### config.mk
export PLATFORM = sky130hd
export DESIGN_NAME = fq_wrr_sched_flat
export DESIGN_NICKNAME = d
export VERILOG_FILES = /design/src/rtl/fq_wrr_sched_if.sv /design/src/rtl/fq_wrr_sched.sv /design/src/flat_wrapper.sv
export SDC_FILE = /design/constraint.sdc
export NUM_CORES = 1
export LEC_CHECK = 0
export ABC_CLOCK_PERIOD_IN_PS = 6300
export CAP_MARGIN = 20
export CORE_AREA = 2 2 240 242
export DETAILED_ROUTE_END_ITERATION = 8
export DIE_AREA = 0 0 242 244
export GPL_TIMING_DRIVEN = 0
export SLEW_MARGIN = 25
export SYNTH_ARGS = -nofsm -noshare
export SYNTH_HDL_FRONTEND = slang
export SYNTH_SLANG_ARGS = --single-unit
### constraint.sdc
create_clock -name clk -period 6.3 [get_ports clk]
set_input_delay 0.945 -clock clk [delete_from_list [all_inputs] [get_ports clk]]
set_output_delay 0.945 -clock clk [all_outputs]
set_load 0.01 [all_outputs]
### src/rtl/fq_wrr_sched_if.sv
// ---------------------------------------------------------------------------------------------
// fq_wrr_sched_if
//   Bundles the flow-FIFO side and the egress side of the WRR scheduler.
//   Parameters : NQ (number of queues), DW (data word width)
//   Signals    : fifo_empty / fifo_data / fifo_rdreq   per-queue show-ahead FIFO handshake
//                output_ready / output_data_valid / output_data   egress stream
//   Modports   : master - scheduler view, slave - FIFO/egress environment view
// ---------------------------------------------------------------------------------------------
interface fq_wrr_sched_if #(
    parameter int unsigned NQ = 8,
    parameter int unsigned DW = 64
);
    logic [NQ-1:0]         fifo_empty;
    logic [NQ-1:0][DW-1:0] fifo_data;
    logic [NQ-1:0]         fifo_rdreq;
    logic                  output_ready;
    logic                  output_data_valid;
    logic [DW-1:0]         output_data;

    modport master (
        input  fifo_empty,
        input  fifo_data,
        input  output_ready,
        output fifo_rdreq,
        output output_data_valid,
        output output_data
    );

    modport slave (
        output fifo_empty,
        output fifo_data,
        output output_ready,
        input  fifo_rdreq,
        input  output_data_valid,
        input  output_data
    );
endinterface

### src/rtl/fq_wrr_sched.sv
// ---------------------------------------------------------------------------------------------
// fq_wrr_sched
//   Weighted round-robin scheduler draining NQ show-ahead flow FIFOs onto one DW-bit stream.
//   Each queue gets a programmable quantum of words per turn; turns rotate in index order.
//   One IDLE scan cycle separates consecutive turns.
//
//   Ports:
//     clk, rst          clock, asynchronous active-low reset
//     cfg_we/qid/quantum  quantum write port (quantum 0 disables a queue)
//     bus               fq_wrr_sched_if.master: FIFO empty/data/rdreq, egress ready/valid/data
//     active_qid        queue currently (or last) served
//     busy              high while a turn is in progress
//
//   Optional build macro FQ_STATS_EN adds:
//     stat_qid          queue whose pop counter is read
//     stat_count        registered 32-bit pop count of queue stat_qid (1-cycle latency)
// ---------------------------------------------------------------------------------------------
module fq_wrr_sched #(
    parameter int unsigned NQ          = 8,
    parameter int unsigned DW          = 64,
    parameter int unsigned QW          = 8,
    parameter int unsigned DEF_QUANTUM = 4,
    localparam int unsigned QIDW       = (NQ > 1) ? $clog2(NQ) : 1
) (
    input  logic            clk,
    input  logic            rst,
    input  logic            cfg_we,
    input  logic [QIDW-1:0] cfg_qid,
    input  logic [QW-1:0]   cfg_quantum,
    fq_wrr_sched_if.master  bus,
    output logic [QIDW-1:0] active_qid,
    output logic            busy
`ifdef FQ_STATS_EN
    ,
    input  logic [QIDW-1:0] stat_qid,
    output logic [31:0]     stat_count
`endif
);

    typedef enum logic [0:0] {StIdle, StServe} state_e;

    state_e          state_q, state_d;
    logic [QIDW-1:0] rr_ptr_q, rr_ptr_d;
    logic [QIDW-1:0] act_q, act_d;
    logic [QW-1:0]   credit_q, credit_d;
    logic [QW-1:0]   quantum_q [NQ];
    logic            out_valid_q, out_valid_d;
    logic [DW-1:0]   out_data_q, out_data_d;

    logic [NQ-1:0]   eligible;
    logic [NQ-1:0]   rdreq;
    logic [QIDW-1:0] scan_idx;
    logic [QIDW-1:0] pick;
    logic            found;
    logic            pop;

    always_comb begin
        eligible = '0;
        for (int q = 0; q < NQ; q++) begin
            eligible[q] = !bus.fifo_empty[q] && (quantum_q[q] != '0);
        end
    end

    // Priority scan starting at rr_ptr; index arithmetic wraps because NQ is a power of 2.
    always_comb begin
        found    = 1'b0;
        pick     = '0;
        scan_idx = '0;
        for (int i = 0; i < NQ; i++) begin
            scan_idx = rr_ptr_q + QIDW'(i);
            if (!found && eligible[scan_idx]) begin
                found = 1'b1;
                pick  = scan_idx;
            end
        end
    end

    always_comb begin
        state_d     = state_q;
        rr_ptr_d    = rr_ptr_q;
        act_d       = act_q;
        credit_d    = credit_q;
        rdreq       = '0;
        pop         = 1'b0;
        out_valid_d = out_valid_q;
        out_data_d  = out_data_q;

        unique case (state_q)
            StIdle: begin
                if (found) begin
                    act_d    = pick;
                    credit_d = quantum_q[pick];
                    state_d  = StServe;
                end
            end
            StServe: begin
                pop = !bus.fifo_empty[act_q] && (!out_valid_q || bus.output_ready);
                if (pop) begin
                    rdreq[act_q] = 1'b1;
                    credit_d     = credit_q - QW'(1);
                    if (credit_q == QW'(1)) begin
                        state_d  = StIdle;
                        rr_ptr_d = act_q + QIDW'(1);
                    end
                end else if (bus.fifo_empty[act_q]) begin
                    // Queue ran dry: remaining credit is forfeited.
                    state_d  = StIdle;
                    rr_ptr_d = act_q + QIDW'(1);
                end
            end
            default: state_d = StIdle;
        endcase

        // A pop overwrites the register even while the old word is being consumed.
        if (pop) begin
            out_valid_d = 1'b1;
            out_data_d  = bus.fifo_data[act_q];
        end else if (bus.output_ready) begin
            out_valid_d = 1'b0;
        end
    end

    always_ff @(posedge clk or negedge rst) begin
        if (!rst) begin
            state_q     <= StIdle;
            rr_ptr_q    <= '0;
            act_q       <= '0;
            credit_q    <= '0;
            out_valid_q <= 1'b0;
            out_data_q  <= '0;
        end else begin
            state_q     <= state_d;
            rr_ptr_q    <= rr_ptr_d;
            act_q       <= act_d;
            credit_q    <= credit_d;
            out_valid_q <= out_valid_d;
            out_data_q  <= out_data_d;
        end
    end

    // Quantum writes to the active queue only matter at its next IDLE scan; credit is untouched.
    always_ff @(posedge clk or negedge rst) begin
        if (!rst) begin
            for (int q = 0; q < NQ; q++) begin
                quantum_q[q] <= QW'(DEF_QUANTUM);
            end
        end else if (cfg_we) begin
            quantum_q[cfg_qid] <= cfg_quantum;
        end
    end

    assign bus.fifo_rdreq        = rdreq;
    assign bus.output_data_valid = out_valid_q;
    assign bus.output_data       = out_data_q;
    assign active_qid            = act_q;
    assign busy                  = (state_q == StServe);

`ifdef FQ_STATS_EN
    logic [NQ-1:0][31:0] stat_cnt_q;
    logic [31:0]         stat_count_q;

    always_ff @(posedge clk or negedge rst) begin
        if (!rst) begin
            stat_cnt_q   <= '0;
            stat_count_q <= '0;
        end else begin
            for (int q = 0; q < NQ; q++) begin
                if (rdreq[q]) begin
                    stat_cnt_q[q] <= stat_cnt_q[q] + 32'd1;
                end
            end
            stat_count_q <= stat_cnt_q[stat_qid];
        end
    end

    assign stat_count = stat_count_q;
`endif

endmodule

### src/flat_wrapper.sv
// flat-port wrapper written by rule: the top's interface ports become plain ports
module fq_wrr_sched_flat 
#(
    parameter int unsigned NQ          = 8,
    parameter int unsigned DW          = 64,
    parameter int unsigned QW          = 8,
    parameter int unsigned DEF_QUANTUM = 4,
    localparam int unsigned QIDW       = (NQ > 1) ? $clog2(NQ) : 1
)
  (clk, rst, cfg_we, cfg_qid, cfg_quantum, active_qid, busy, bus_fifo_empty, bus_fifo_data, bus_output_ready, bus_fifo_rdreq, bus_output_data_valid, bus_output_data);
  fq_wrr_sched_if #(.NQ(NQ), .DW(DW)) bus_i ();
  input  logic clk;
  input  logic rst;
  input  logic cfg_we;
  input  logic [QIDW-1:0] cfg_qid;
  input  logic [QW-1:0] cfg_quantum;
  output logic [QIDW-1:0] active_qid;
  output logic busy;
  input wire logic [$bits(bus_i.fifo_empty)-1:0] bus_fifo_empty;
  input wire logic [$bits(bus_i.fifo_data)-1:0] bus_fifo_data;
  input wire logic [$bits(bus_i.output_ready)-1:0] bus_output_ready;
  output wire logic [$bits(bus_i.fifo_rdreq)-1:0] bus_fifo_rdreq;
  output wire logic [$bits(bus_i.output_data_valid)-1:0] bus_output_data_valid;
  output wire logic [$bits(bus_i.output_data)-1:0] bus_output_data;
  assign bus_i.fifo_empty = bus_fifo_empty;
  assign bus_i.fifo_data = bus_fifo_data;
  assign bus_i.output_ready = bus_output_ready;
  assign bus_fifo_rdreq = bus_i.fifo_rdreq;
  assign bus_output_data_valid = bus_i.output_data_valid;
  assign bus_output_data = bus_i.output_data;
  fq_wrr_sched #(.NQ(NQ), .DW(DW), .QW(QW), .DEF_QUANTUM(DEF_QUANTUM)) u_core (.clk(clk), .rst(rst), .cfg_we(cfg_we), .cfg_qid(cfg_qid), .cfg_quantum(cfg_quantum), .bus(bus_i), .active_qid(active_qid), .busy(busy));
endmodule
After elaboration in Yosys (flattened, before gate mapping)
Index checks and enable logic that the tools add are counted.
{"block": "word_totals", "out_inout_bits": 77, "ff_bits": 144}
{"block": "classes", "n_addsub": 9, "bitwise": 3, "order_cmp": 13, "mux": 60, "n_eq_ne": 4, "n_reduce_logical": 49}
{"op": "$bmux 64 s3", "count": 1}
{"op": "$bwmux 64", "count": 1}
{"op": "$mux 64", "count": 1}
{"op": "$reduce_bool 8->1", "count": 8}
{"op": "$mux 8", "count": 7}
{"op": "$lt 3x4->1 const B", "count": 9}
{"op": "$mux 3", "count": 11}
{"op": "$bmux 1 s3", "count": 9}
{"op": "$mux 1", "count": 25}
{"op": "$bmux 8 s3", "count": 1}
{"op": "$demux 8 s3", "count": 1}
{"op": "$logic_and 1x1->1", "count": 18}
{"op": "$logic_not 1->1", "count": 17}
{"op": "$pmux 8 s2", "count": 1}
{"op": "$add 3x3->3 const B", "count": 4}
{"op": "$eq 8x1->1 const B", "count": 1}
{"op": "$ge 4x4->1 const B", "count": 2}
{"op": "$not 3->4", "count": 2}
{"op": "$sub 8x1->8 const B", "count": 1}
{"op": "$add 3x1->3 const B", "count": 2}
{"op": "$add 3x2->3 const B", "count": 2}
{"op": "$lt 4x1->1 const B", "count": 1}
{"op": "$ne 2x2->1 const B", "count": 2}
{"op": "$reduce_and 2->1", "count": 2}
{"op": "other kinds (8)", "count": 9}

Logic depth before layout (Yosys ltp)
{"block": "depth", "word_depth": 32, "ltp_mapped": 19, "mapped_depth_nobuf": 14}

Least setup slack after synthesis
OpenSTA, ideal clock, no wires.
{"block": "synth_path", "path_kind": "register to register", "start": "reg u_core.rr_ptr_q[0]", "end": "reg u_core.credit_q[6]", "slack_ns": 2.215, "setup_time_ns": 0.124, "arrival_ns": 3.961, "path_stages_with_launch": 16, "path_buffers": 4, "path_cell_list": "dfrtp_1 buf_2 inv_2 buf_1 ha_1 clkbuf_1 a211oi_1 a2111oi_2 a2111oi_0 o32ai_2 nand3_4 o32a_1 o32ai_1 clkbuf_1 mux4_1 a211o_1"}
{"block": "synth_via", "elab_chain_len": 30}
{"element": "start: declaration", "line": "fq_wrr_sched.sv:43", "rtl": "logic [QIDW-1:0] rr_ptr_q, rr_ptr_d;"}
{"element": "start signal: assignment", "line": "fq_wrr_sched.sv:133", "rtl": "rr_ptr_q <= rr_ptr_d;"}
{"element": "parallel branches: the longest is 30 deep, another holds $add 3x1->3"}
{"element": "end signal: assignment", "line": "fq_wrr_sched.sv:135", "rtl": "credit_q <= credit_d;"}
{"element": "end: declaration", "line": "fq_wrr_sched.sv:45", "rtl": "logic [QW-1:0] credit_q, credit_d;"}
Several ways; the timed one is not identified. The select of a mux whose other input is x is not followed.
A chain may end at the register's enable or synchronous reset.

Final worst setup path
{"block": "layout_path", "start": "reg u_core.rr_ptr_q[0]", "end": "reg u_core.credit_q[3]"}
Same word-level chain as after synthesis.

==> run metrics <==
status finished, final reports clean; post-synthesis cell count slightly above 1k; Post-synth EDFFs 0; most frequent cells in the layout 606 x clkdlybuf4s50_1, 136 x dfrtp_1, 133 x a22o_1; Seq/Total Area, Yosys 0.360; CTS tree built; Max H-tree Level 4; fin util 0.318; Die ar. 59000 um^2; DRC 0; Worst-path clk slew 0.07 ns; Routed Wire Length 95400 um; crit path time final roughly 5.6 ns; PostCTS Resize Cnt 0; Starting DRT DRC Count 1294; slowest CP cell a211oi_2; Tot GR Track Use 0.311; vias post-DR between 10k and 15k; vias in the first global route 13.1k; P per Cell Area 487 nW/um^2; CP startpoint kind flip-flop; Syn Area/Cell 9.94 um^2; Die X-Extent 242 um; Setup Skew between 0.02 and 0.025 ns; grt ovf 0; Antenna Nets Post-Route 0; Final period util 0.893; first-pass GRT wire length 123000 um; WP data arrival 5.91 ns; synthesized area 10000 um^2; Layout Nets 2181; Core ar. 56200 um^2; DR vias/cell about 5.4; drt wl/cell approximately 39 um; CP Data Required Time 6.59 ns; Worst Tran Pin Value 1.24 ns; critical path class reg -> reg; CP Capture Type flip-flop; GP Congestion between 1 and 1.5; syn_nets approximately 1.6k; fillers 5921; Root Buffer clkbuf_16; Max-cap violations 0; Synth async-reset ratio 1.00; static leakage 6.54 nW; clock buffer count from CTS 17; RSZ-0062 raised after global routing no; Synth cell types 74; Hold WC Path Type in -> async; worst-skew pair later-pin latency 0.45 ns; DP HPWL 79500 um; Fmax between 150 and 200 MHz; area grow syn2layout 77.6%; FF+latch count, synth 144; Slew Limit Headroom 0.174; number of setup buffers added after CTS 0; Synth Flop Type dfrtp_1; Sink Count approximately 140; crit-path max FO 10; # IOs 612; leading cell type in the layout, fill and taps excluded clkdlybuf4s50_1; total power 8.69 mW; Initial DRT Pass Iterations 6; Die Y 244 um; yosys warns 0; Max IR drop VDD 223 uV; number of hold violations in the final report 0; num rows 87; initial core utilization 0.179; Post-CTS Hold Fix Bufs 0; input/output buffers 607; largest net degree at the start of global routing 79; antenna violations before repair 47; Clock Path Buffers 2; setup violators final 0; Max stage delay on crit path 0.81 ns; ratio of cells with drive above 1 in the final layout 0.115; final slew viol count 0; worst path cell trace buf_2, inv_2, buf_1, ha_1, clkbuf_1, a211oi_1, o32ai_1, a2111oi_0, o32ai_2, nand3_4, o32ai_1, a211oi_2, nor2b_1, a221o_1, a211oi_1
power breakdown:
group	internal [mW]	leakage, nW	switching, mW
clock	0.537	0.280	0.511
combinational	2.38	4.60	3.59
sequential	1.31	1.66	0.347
area by class of cell:
class | count | area (um^2) | share of cell area
flip-flops and latches | 144 | 3610 | 0.202
well taps | 756 | 946 | 0.0530
inverters | 9 | 33.8 | 0.00189
multi-input cells | 767 | 6050 | 0.339
repair buffers | 611 | 6160 | 0.345
plain buffers | 91 | 405 | 0.0227
diodes | 20 | 50.0 | 0.00280
clock buffers | 18 | 439 | 0.0246
clock inverters | 14 | 143 | 0.00799
final timing paths:
path / cells after the start / to / start / slack [ns]
worst max-delay path: 15 / u_core.credit_q[3] / u_core.rr_ptr_q[0] / 0.68
worst max register to register: 15 / u_core.credit_q[3] / u_core.rr_ptr_q[0] / 0.68
worst min-delay path: 1 / u_core.quantum_q[35] / rst / 0.46
min in group clk: 1 / u_core.quantum_q[14] / u_core.quantum_q[14] / 0.54
max in group asynchronous: 2 / u_core.bus.output_data[59] / rst / 4.97
worst min register to register: 1 / u_core.quantum_q[14] / u_core.quantum_q[14] / 0.54
layer usage:
| layer | share of wire | wire length, um | vias to the layer above | GRT usage |
|---|---|---|---|---|
| met4 | 0.030 | 2820 | 12 | 0.116 |
| met5 | 0.00084 | 80 | - | 0 |
| met1 | 0.40 | 38200 | 6763 | 0.388 |
| met3 | 0.085 | 8090 | 141 | 0.0754 |
| li1 | - | - | 5466 | - |
| met2 | 0.48 | 46300 | 823 | 0.518 |
cells by family after synthesis:
kind of cell    synth area share
compound gates             0.343
simple gates               0.116
flops                      0.360
mux                        0.131
buf+inv                   0.0410
fa+ha+maj                0.00623
xor+xnor                 0.00349
synth_stat cells (all sizes together), types with 5 or more instances:
library cell,instances,share of area
buf,20,0.011
nand2,30,0.011
a211oi,12,0.0095
a21o,5,0.0037
mux4,9,0.021
a21oi,24,0.013
nor3,12,0.0060
nor2,94,0.036
mux2i,28,0.028
mux2,73,0.082
or2,6,0.0037
nor2b,6,0.0037
a221oi,131,0.11
and2,5,0.0034
o22ai,13,0.0081
a31oi,68,0.042
inv,7,0.0026
ha,5,0.0062
clkbuf,71,0.027
dfrtp,136,0.34
nor4,19,0.022
a22o,133,0.12
dfstp,8,0.021
nand2b,8,0.0050
nand3,10,0.0062
o21ai,21,0.010
o32ai,5,0.0051
sequential cells by signal (all words and copies together), names as in the netlist:
signal	count
u_core.quantum_q	64
u_core.active_qid	3
u_core.credit_q	8
u_core.bus.output_data_valid	1
u_core.bus.output_data	64
u_core.rr_ptr_q	3
u_core.busy	1
stage by stage:
step           hold WS (ns)  TNS [ns]  instances  setup slack [ns]  area [um^2]
2_1_floorplan         0.495         0       1011              2.22        10000
3_3_place_gp          0.519   -294.23       2374             -2.18        17100
3_5_place_dp          0.526         0       2378             0.838        17200
4_1_cts               0.465         0       2410             0.788        17800
5_1_grt               0.492         0       2427             0.292        17800
6_report              0.461         0       2430             0.676        17800
critical path: cells and delay by family, from the launching register on:
| kind | cells | cell delay, ns |
|---|---|---|
| AO/OA/AOI/OAI | 8 | 2.81 |
| AND/OR/NAND/NOR | 2 | 0.68 |
| flip-flops | 1 | 0.39 |
| buffers and inverters | 4 | 1.23 |
| adder cells (fa/ha/maj) | 1 | 0.35 |
(Power assumes the default switching activity.)
